<file path="src/rtl/alu_operand_stage.sv">
// alu_operand_stage: decode, 16x32 regfile read with writeback bypass, busy scoreboard, registered ALU operands
//   clk, rst_n               clock, async active-low reset
//   in_valid/in_ready        instruction handshake; in_instr = {sel,imm_en,rd,rs,rt,imm15}
//   flush                    drop held op and clear scoreboard
//   wb_en/wb_addr/wb_data    ALU result writeback into the regfile
//   out_valid/out_ready      issued-op handshake toward the ALU
//   A, B, sel, rd            registered operands, function select and destination tag
module alu_operand_stage #(
   parameter int DATA_W     = 32,
   parameter bit IMM_SIGNED = 1'b1
) (
   input  logic              clk,
   input  logic              rst_n,
   input  logic              in_valid,
   output logic              in_ready,
   input  logic [31:0]       in_instr,
   input  logic              flush,
   input  logic              wb_en,
   input  logic [3:0]        wb_addr,
   input  logic [DATA_W-1:0] wb_data,
   output logic              out_valid,
   input  logic              out_ready,
   output logic [DATA_W-1:0] A,
   output logic [DATA_W-1:0] B,
   output logic [3:0]        sel,
   output logic [3:0]        rd
);
   logic [DATA_W-1:0] rf_q [16];
   logic [15:0]       busy_q, busy_d, busy_eff, wb_mask, rd_mask;
   logic              out_valid_q, out_valid_d;
   logic [DATA_W-1:0] a_q, b_q, a_d, b_d, imm_ext;
   logic [3:0]        sel_q, rd_q;
   logic [3:0]        i_sel, i_rd, i_rs, i_rt;
   logic              i_imm_en, wb_hit, hz, accept;
   logic [14:0]       imm15;

   assign {i_sel, i_imm_en, i_rd, i_rs, i_rt, imm15} = in_instr;
   assign imm_ext = IMM_SIGNED ? {{(DATA_W-15){imm15[14]}}, imm15} : {{(DATA_W-15){1'b0}}, imm15};

   // R0 is hardwired to zero; a same-cycle writeback to the read register is forwarded
   assign wb_hit = wb_en && wb_addr != 4'd0;
   assign a_d = i_rs == 4'd0 ? '0 : (wb_hit && wb_addr == i_rs) ? wb_data : rf_q[i_rs];
   assign b_d = i_imm_en ? imm_ext :
                i_rt == 4'd0 ? '0 : (wb_hit && wb_addr == i_rt) ? wb_data : rf_q[i_rt];

   // a register being written back this cycle is no longer a hazard; busy_q[0] is never set
   assign wb_mask  = wb_hit ? 16'd1 << wb_addr : 16'd0;
   assign busy_eff = busy_q & ~wb_mask;
   assign hz       = busy_eff[i_rs] | (!i_imm_en & busy_eff[i_rt]) | busy_eff[i_rd];

   assign in_ready = rst_n & !flush & !hz & (!out_valid_q | out_ready);
   assign accept   = in_valid & in_ready;

   // the issue-side set is OR-ed after the writeback clear so it wins on the same register
   assign rd_mask     = (accept && i_rd != 4'd0) ? 16'd1 << i_rd : 16'd0;
   assign busy_d      = flush ? 16'd0 : busy_eff | rd_mask;
   assign out_valid_d = accept | (out_valid_q & !out_ready & !flush);

   always_ff @(posedge clk or negedge rst_n) begin
      if (!rst_n) begin
         for (int i = 0; i < 16; i++) rf_q[i] <= '0;
         busy_q      <= '0;
         out_valid_q <= 1'b0;
         a_q         <= '0;
         b_q         <= '0;
         sel_q       <= '0;
         rd_q        <= '0;
      end else begin
         busy_q      <= busy_d;
         out_valid_q <= out_valid_d;
         if (wb_hit) rf_q[wb_addr] <= wb_data;
         if (accept) begin
            a_q   <= a_d;
            b_q   <= b_d;
            sel_q <= i_sel;
            rd_q  <= i_rd;
         end
      end
   end

   assign out_valid = out_valid_q;
   assign A         = a_q;
   assign B         = b_q;
   assign sel       = sel_q;
   assign rd        = rd_q;
endmodule

</file>
<file path="config.mk">
export PLATFORM = sky130hd
export DESIGN_NAME = alu_operand_stage
export DESIGN_NICKNAME = d
export VERILOG_FILES = /design/src/rtl/alu_operand_stage.sv
export SDC_FILE = /design/constraint.sdc
export NUM_CORES = 1
export LEC_CHECK = 0
export BUFFER_PORTS_ARGS = -buffer_cell sky130_fd_sc_hd__buf_2
export CAP_MARGIN = 25
export CORE_MARGIN = 2
export CORE_UTILIZATION = 35
export CTS_BUF_LIST = sky130_fd_sc_hd__clkbuf_16
export CTS_CLUSTER_SIZE = 28
export DETAILED_ROUTE_END_ITERATION = 10
export GPL_TIMING_DRIVEN = 1
export PLACE_DENSITY = 0.53
export REMOVE_ABC_BUFFERS = 1
export SLEW_MARGIN = 20
export SYNTH_ARGS = -nofsm -noshare
export SYNTH_HDL_FRONTEND = slang
export SYNTH_SLANG_ARGS = --single-unit
</file>
<file path="constraint.sdc">
create_clock -name clk -period 3.6 [get_ports clk]
set_clock_uncertainty 0.05 [all_clocks]
set_input_delay 0.72 -clock clk [delete_from_list [all_inputs] [get_ports clk]]
set_output_delay 0.72 -clock clk [all_outputs]
set_load 0.05 [all_outputs]
</file>
After elaboration in Yosys (flattened, before gate mapping)
Index checks and enable logic that the tools add are counted.

word-level totals
  register bits = 601
  input port bits = 74

cells by class
  mux-type cells = 23
  bitwise gates (word level) = 17
  $lt $le $gt $ge = 7
  reductions and logical operators = 14
  eq/ne operators = 2
  shift operators = 2

operator list
  operator              number
  $bwmux 512            1
  $mux 32               10
  $bmux 32 s4           2
  $demux 32 s4          1
  $mux 16               3
  $shl 1x4->16 const A  2
  $and 16x16->16        1
  $not 16->16           1
  $or 16x16->16         1
  $ge 5x5->1 const B    3
  $lt 4x5->1 const B    3
  $not 4->5             3
  $bmux 1 s4            3
  $eq 4x4->1            2
  $logic_not 4->1       2
  $reduce_bool 4->1     2
  $and 1x1->1           7
  $logic_and 1x1->1     5
  $logic_not 1->1       5
  $lt 5x1->1 const B    1
  $or 1x1->1            4
  $mux 1                3

Logic depth before layout (Yosys ltp)
Gate-level depths: netlist of run 1.

  depth in word-level cells = 18
  depth in mapped cells = 11
  depth with buffers taken out = 7

Worst setup path after synthesis of run 1
Ideal clock, no wire load.

  path kind = input to output
  start = input wb_addr[1]
  end = output in_ready
  data required time = 2830 ps
  stages = 10
  arrival time = 2785 ps
  path slack = 45 ps
  cell sequence = buf_2 or3b_1 buf_6 o21ai_2 mux2i_1 a222oi_1 and4b_2 nand2_2 buf_2 inv_1

between the ends
  cells in the longest elaborated chain, start to end = 13
  elaborated cells on any way between the ends = 18
  classes of those cells = 1 x shift; 7 x mux; 7 x bitwise; 3 x reduce/logical

RTL lines
  element                       line  source
  start: declaration            19    input logic [3:0] wb_addr,
  $reduce_bool 4->1             41    assign wb_hit = wb_en && wb_addr != 4'd0;
  $logic_and 1x1->1             41
  $mux 16 *                     47    assign wb_mask = wb_hit ? 16'd1 << wb_addr : 16'd0;
  $not 16->16 *                 48    assign busy_eff = busy_q & ~wb_mask;
  $and 16x16->16 *              48
  $bmux 1 s4                    49    assign hz = busy_eff[i_rs] | (!i_imm_en & busy_eff[i_rt]) | busy_eff[i_rd];
  $mux 1 (implied by the code)  49
  $and 1x1->1                   49
  $or 1x1->1                    49
  $or 1x1->1 *                  49
  $logic_not 1->1 *             51    assign in_ready = rst_n & !flush & !hz & (!out_valid_q | out_ready);
  $and 1x1->1 * (2 in series)   51
  end: declaration              15    output logic in_ready,

Every way passes the cells marked *; elsewhere a longest branch is shown, timed or not. The select of a mux whose other input is x is not followed.

Final worst setup path of run 1
Same ends and word-level chain as after synthesis.

==> results of run 1 <==
## area by class of cell
type                       count  area share
clock buffer                  74      0.0514
sequential                   601       0.417
timing repair buffer         239      0.0503
tap                         1165      0.0405
antenna                        2    0.000139
clock inverter                53     0.00983
inverter                      41     0.00427
multi-input combinational   1132       0.426
## placed cells by master (no fill, tap or decap), drive strengths merged, types with 2 or more instances in the layout
cell,n
o2bb2ai,32
nor2,19
nand3,6
a21oi,20
nand2,11
nor4,3
a211oi,2
xnor2,6
nand4,5
o31ai,2
o211ai,17
dfrtp,601
xor2,2
nand3b,3
and3,3
buf,239
diode,2
nor2b,4
or2,2
o2111ai,11
a22oi,14
bufinv,4
mux2i,36
clkinv,32
clkbuf,74
a31oi,3
o21ai,49
clkinvlp,3
mux2,520
o41ai,2
inv,55
o32ai,14
nand2b,10
mux4,320
## timing repair
action	4_1_cts	5_1_grt
hold buffers	0	0
setup buffers	0	1
gates resized for setup	1	2
endpoints found under the setup margin	1	1
## state kept, by name, summed over array words and instances, names as in the netlist
register   flops
sel            4
B             32
busy_q        16
A             32
rf_q         512
out_valid      1
rd             4
## through the flow
stage               total power, uW  instance area, um^2  hold slack [ps]   util
global placement              15300                33800              327  0.381
CTS                           22600                36000              226  0.406
detailed placement            15500                33800              333  0.381
global route                  23400                36000              211  0.406
floorplan                     13600                30500              315      -
finish                        22300                36000              117  0.406
## cell usage after synthesis, drive strengths merged (4+ instances only)
master     n
nor2      19
nand2     11
buf       63
o2111ai   11
a22oi     14
o211ai    17
o32ai     14
mux2i     36
dfrtp    601
inv       39
o21ai     49
a21oi     20
nand4      5
mux2     520
o2bb2ai   32
nand3      6
nand2b    10
xnor2      6
nor2b      4
mux4     320
clkbuf   169
## logic make-up after synthesis
kind of cell | count (synthesis) | share of synthesized area
AND/OR/NAND/NOR | 75 | 0.0136
flip-flops | 601 | 0.479
XOR/XNOR | 8 | 0.00223
buffers and inverters | 273 | 0.0356
AO/OA/AOI/OAI | 173 | 0.0385
multiplexers | 876 | 0.431
## power groups by stage
stage	sequential [uW]	clock (uW)	combinational [uW]
after CTS	9410	7150	6020
final	9430	6960	5950
after global routing	9640	7450	6320
after floorplan	10300	0	3290
after detailed placement	9520	0	6000
after global placement	9370	0	5920
## critical path, delay by kind of cell
family	cells	cell delay, ps
AO/OA/AOI/OAI	4	830
AND/OR/NAND/NOR	2	340
buffers and inverters	5	840
## routing by layer
| layer | track usage | vias up | routed length (um) |
|---|---|---|---|
| met1 | 0.300 | 10600 | 42700 |
| li1 | - | 7979 | - |
| met2 | 0.334 | 656 | 45100 |
| met3 | 0.0338 | 140 | 5420 |
| met4 | 0.0552 | 8 | 2070 |
| met5 | 0 | - | 42 |
## how the worst max path moves through the flow
stage	to	start	slack, ps
after global placement	in_ready	wb_addr[0]	-20
final	in_ready	wb_addr[1]	90
after CTS	in_ready	wb_addr[0]	70
after global routing	in_ready	wb_en	8
after floorplan	B[0]	wb_addr[0]	-260
after detailed placement	in_ready	wb_addr[0]	-30
==> results.json, run 1 <==
{
  "die_area_um2": 92200,
  "internal_power_uw": 15400,
  "cp-start-kind": "input port",
  "pwr-share-seq": 0.422,
  "yosys-top-cells-area": "dfrtp_1 48%, mux4_2 23%, mux2_2 17%",
  "cp.required_ps": 2830,
  "timing.fmax_ghz": 0.285,
  "h-tree-depth": 3,
  "hold_viol": 0,
  "io_pins": 148,
  "reg2reg_slack_ps": 960,
  "hold_path.class": "in2async",
  "switchingPower_uw": 6930,
  "crit_fanout": 9,
  "reg2reg_depth": 9,
  "crit_type": "in2out",
  "clk_pin_slew_ps": 50,
  "drive_above_1_share": 0.561,
  "finalWorstSetupSlack_ps": 90.0,
  "p_comb_frac": 0.267,
  "finalSetupTns_ps": 0,
  "clockPowerShare": 0.311,
  "place_inst": 3177,
  "grt_pass1_vias": 20600,
  "reg2reg_to": "B[29]",
  "rsz0062_at_grt": "false",
  "area_growth_syn_to_layout_pct": 14.7,
  "antenna_found_initial": 6,
  "cap_violations": 0,
  "min_period_over_period": 0.975,
  "vdd_drop_max_mv": 0.302,
  "fin_cells": 3307,
  "syn_avg_cell_area_um2": 15.7,
  "synth_top_area_cell": "dfrtp_1",
  "cp.arrival_ps": 2740,
  "drtIter0Drc": 1474,
  "first_pass_iters": 5,
  "synthCells": 2006,
  "drv_slew": 0,
  "die_y_um": 304,
  "syn_area_um2": 31400,
  "die_x_um": 304,
  "rows": 109,
  "synthFlopType": "dfrtp_1",
  "dp_slack_ps": -34.9,
  "groute.usage.overall": 0.210,
  "synth_cell_type_count": 58,
  "wl_per_cell_um": 28.8,
  "cts_buffer_depth": 3,
  "max_slew_margin": 0.241,
  "p_sw_frac": 0.310,
  "grt_pass1_wl_um": 142000,
  "netlist.area_leader.share": 0.479,
  "dr_total_vias": 19400,
  "max_stage_delay_ps": 320,
  "synth_edf_count": 0,
  "cts_buffers": 72,
  "root_buffer": "clkbuf_16",
  "critPathSlowestCell": "a311oi_1",
  "clock_latency_ps": 610,
  "clock-sinks": 601,
  "worst_pin_slew_ps": 1140,
  "final_nets": 2161,
  "fillers": 8069,
  "path_cells": "buf_2 -> buf_4 -> nand3b_1 -> buf_4 -> o211ai_1 -> a211oi_1 -> a311oi_1 -> a211o_1 -> nand2_2 -> inv_1 -> buf_2",
  "routed_wl_um": 95300,
  "grt_overflow": 0,
  "ys_seq_elements": 601,
  "multi_input_area_um2": 15400,
  "tritoncts": "done",
  "crit_path_end_kind": "primary output",
  "vias_per_cell": 5.87,
  "ant_nets": 0,
  "core_um2": 88600,
  "async_flop_share": 1.00,
  "start_util": 0.354,
  "status": "completed",
  "ys_seq_area_frac": 0.479,
  "io_buffer_count": 147,
  "gp_congestion": 0.855,
  "r2r-start": "busy_q[0]",
  "fin_crit_ps": 3510,
  "leakagePower_uw": 0.0149,
  "finalSetupViolCount": 0,
  "grt_max_degree": 176,
  "remaining_drc_errors": 0,
  "yosys_warnings": 0,
  "place_hpwl_um": 56200,
  "powerDensity_nw_per_um2": 620,
  "ff_latch_area_um2": 15000
}
(Power assumes the default switching activity.)
==> inputs of run 2 (changes only) <==
- ABC_AREA: default -> 1
- CAP_MARGIN: 25 -> 20
- CTS_CLUSTER_DIAMETER: default -> 40
==> run 2 against run 1 <==
Net effect:
- critical endpoint unchanged
- register-to-register slack improved by 290 ps
- hold slack worse by 14 ps
- clock-buffer cell count rose by 36
- critical path depth grew 3
- power grew 7.6%
- highest routed layer is now met4
- die area shrank 1.1%
- largest cell class is now flip-flops and latches
- worst setup slack improved by 63 ps
==> results.json, run 2 <==
{
  "tritoncts": "done",
  "die_y_um": 302,
  "path_cells": "buf_2 -> inv_1 -> nor2_2 -> buf_4 -> nand2_2 -> buf_4 -> nand3_1 -> nand3_1 -> nand3_1 -> nand3_1 -> nand2_1 -> nor2_1 -> nor2_4 -> buf_2",
  "synthCells": 4023,
  "routed_wl_um": 122000,
  "max_slew_margin": 0.373,
  "syn_area_um2": 31100,
  "crit_path_end_kind": "primary output",
  "crit_type": "in2out",
  "grt_max_degree": 156,
  "antenna_found_initial": 1,
  "yosys-top-cells-area": "dfrtp_1 48%, o21ai_0 12%, nand2_1 12%",
  "die_area_um2": 91200,
  "power_uw": 24000,
  "grt_overflow": 0,
  "clock-sinks": 601,
  "regMostFlops": "rf_q",
  "die_x_um": 302,
  "worst_pin_slew_ps": 938,
  "drtIter0Drc": 3146,
  "critical_path.top_delay_family": "buffers and inverters",
  "ys_seq_area_frac": 0.484,
  "layout_common_cells": "984 x nand2_1, 760 x o21ai_0, 601 x dfrtp_1",
  "cp.arrival_ps": 2680,
  "async_flop_share": 1.00,
  "groute.usage.overall": 0.266,
  "rows": 109,
  "critPathMostFrequentCell": "nand3_1",
  "h-tree-depth": 3,
  "io_pins": 148,
  "place_hpwl_um": 71200,
  "synth_edf_count": 0,
  "gp_congestion": 0.891,
  "first_pass_iters": 8,
  "core_um2": 88200,
  "hold_viol": 0,
  "postCtsSetupBuffers": 0,
  "min_period_over_period": 0.957,
  "synthFlopType": "dfrtp_1",
  "synth_cell_type_count": 31,
  "leakagePower_uw": 0.0168,
  "grt_pass1_wl_um": 183000,
  "vdd_drop_max_mv": 0.448,
  "root_buffer": "clkbuf_16",
  "finalSetupViolCount": 0,
  "cap_violations": 0,
  "ant_nets": 0,
  "final_nets": 4093,
  "worst-path-buf-inv": 5,
  "largest_register_ffs": 512,
  "io_buffer_count": 147,
  "synth_top_area_cell": "dfrtp_1",
  "remaining_drc_errors": 0,
  "ys_top_cells_by_count": "996 x nand2_1, 760 x o21ai_0, 601 x dfrtp_1, 334 x clkbuf_1, 319 x inv_1",
  "cts_hold_buf": 0,
  "ys_seq_elements": 601,
  "dr_total_vias": 29300,
  "timing.fmax_ghz": 0.290,
  "final_cell_area_um2": 36900,
  "crit_fanout": 13,
  "netlist.area_leader.share": 0.484,
  "grt_pass1_vias": 28200,
  "rsz0062_at_grt": "false",
  "max_stage_delay_ps": 290,
  "start_util": 0.352,
  "clock_latency_ps": 660,
  "drive_above_1_share": 0.124,
  "vias_per_cell": 5.56,
  "cts_buffer_depth": 3,
  "cp-start-kind": "input port",
  "critPathSlowestCell": "buf_2",
  "drv_slew": 0,
  "cts_buffers": 109,
  "status": "completed",
  "fin_crit_ps": 3450,
  "cp.required_ps": 2830,
  "wl_per_cell_um": 23.1,
  "ctsResizeCount": 0,
  "area_growth_syn_to_layout_pct": 18.8,
  "place_area_um2": 33100,
  "hold_path.class": "in2async",
  "yosys_warnings": 0,
  "synth_most_common_cell": "nand2_1",
  "clk_pin_slew_ps": 50,
  "powerDensity_nw_per_um2": 651,
  "layout_commonest_cell": "nand2_1",
  "syn_avg_cell_area_um2": 7.72
}
## run 2: cell count changes after synthesis, moves of 109 or more
cell      delta
a21oi_1    +234
clkbuf_1   +165
inv_1      +281
mux2_2     -486
mux4_2     -320
nand2_1    +986
nand3_1    +109
o21ai_0    +713
o221ai_1   +110
## run 2: path summary, 6_finish.rpt
kind | endpoint | slack (ps) | cells after the start | start
max reg2reg | A[1] | 1250 | 13 | out_valid
min reg2reg | rf_q[493] | 320 | 0 | rf_q[493]
min | rf_q[270] | 100 | 2 | rst_n
min in group clk | sel[1] | 210 | 3 | in_instr[29]
max in group asynchronous | rf_q[429] | 2090 | 3 | rst_n
max | in_ready | 150 | 14 | wb_addr[1]
## run 2: where the power goes
group          switching (uW)  internal, uW  total (uW)  leakage, uW
combinational            3140          1400        4540      0.00719
clock                    3880          6660       10500      0.00187
sequential                855          8100        8950      0.00772
## run 2: through the flow
step	hold WS, ps	util	setup WS, ps	setup TNS, ps	cells
after floorplan	304	-	-3340	-254800	3634
after global placement	315	0.376	187	0	5073
after detailed placement	316	0.376	131	0	5073
after CTS	86.3	0.418	186	0	5278
after global routing	115	0.418	0.328	0	5278
final	104	0.418	153	0	5279
## run 2: worst reg2reg max path, delay by kind of cell (launching register included)
family	cells	cell delay, ps
buffers and inverters	4	750
flip-flops	1	380
AND/OR/NAND/NOR	9	1110
## run 2: layout make-up
class / instances / area (um^2)
inverter: 329 / 1240
tap: 1165 / 1460
antenna: 1 / 2.50
sequential: 601 / 15000
fill: 8996 / 51300
clock inverter: 95 / 1020
timing repair buffer: 274 / 1940
multi-input combinational: 2704 / 13500
clock buffer: 110 / 2750
## run 2: kinds of logic (layout without fill, tap and decap cells)
logic type	Yosys count	after routing	share of synthesized area
buffers and inverters	718	808	0.0894
DFF	601	601	0.484
xor gates and xnor gates	7	7	0.00197
AOI/OAI and AO/OA	1392	1392	0.257
other	0	1	0
and+or+nand+nor	1305	1305	0.168
## run 2: layer usage
layer | track usage | vias to the layer above | wire length, um
li1 | - | 13700 | -
met1 | 0.361 | 14200 | 52900
met2 | 0.424 | 1182 | 55400
met3 | 0.0445 | 260 | 9100
met4 | 0.106 | 0 | 4750
met5 | 0 | - | 0
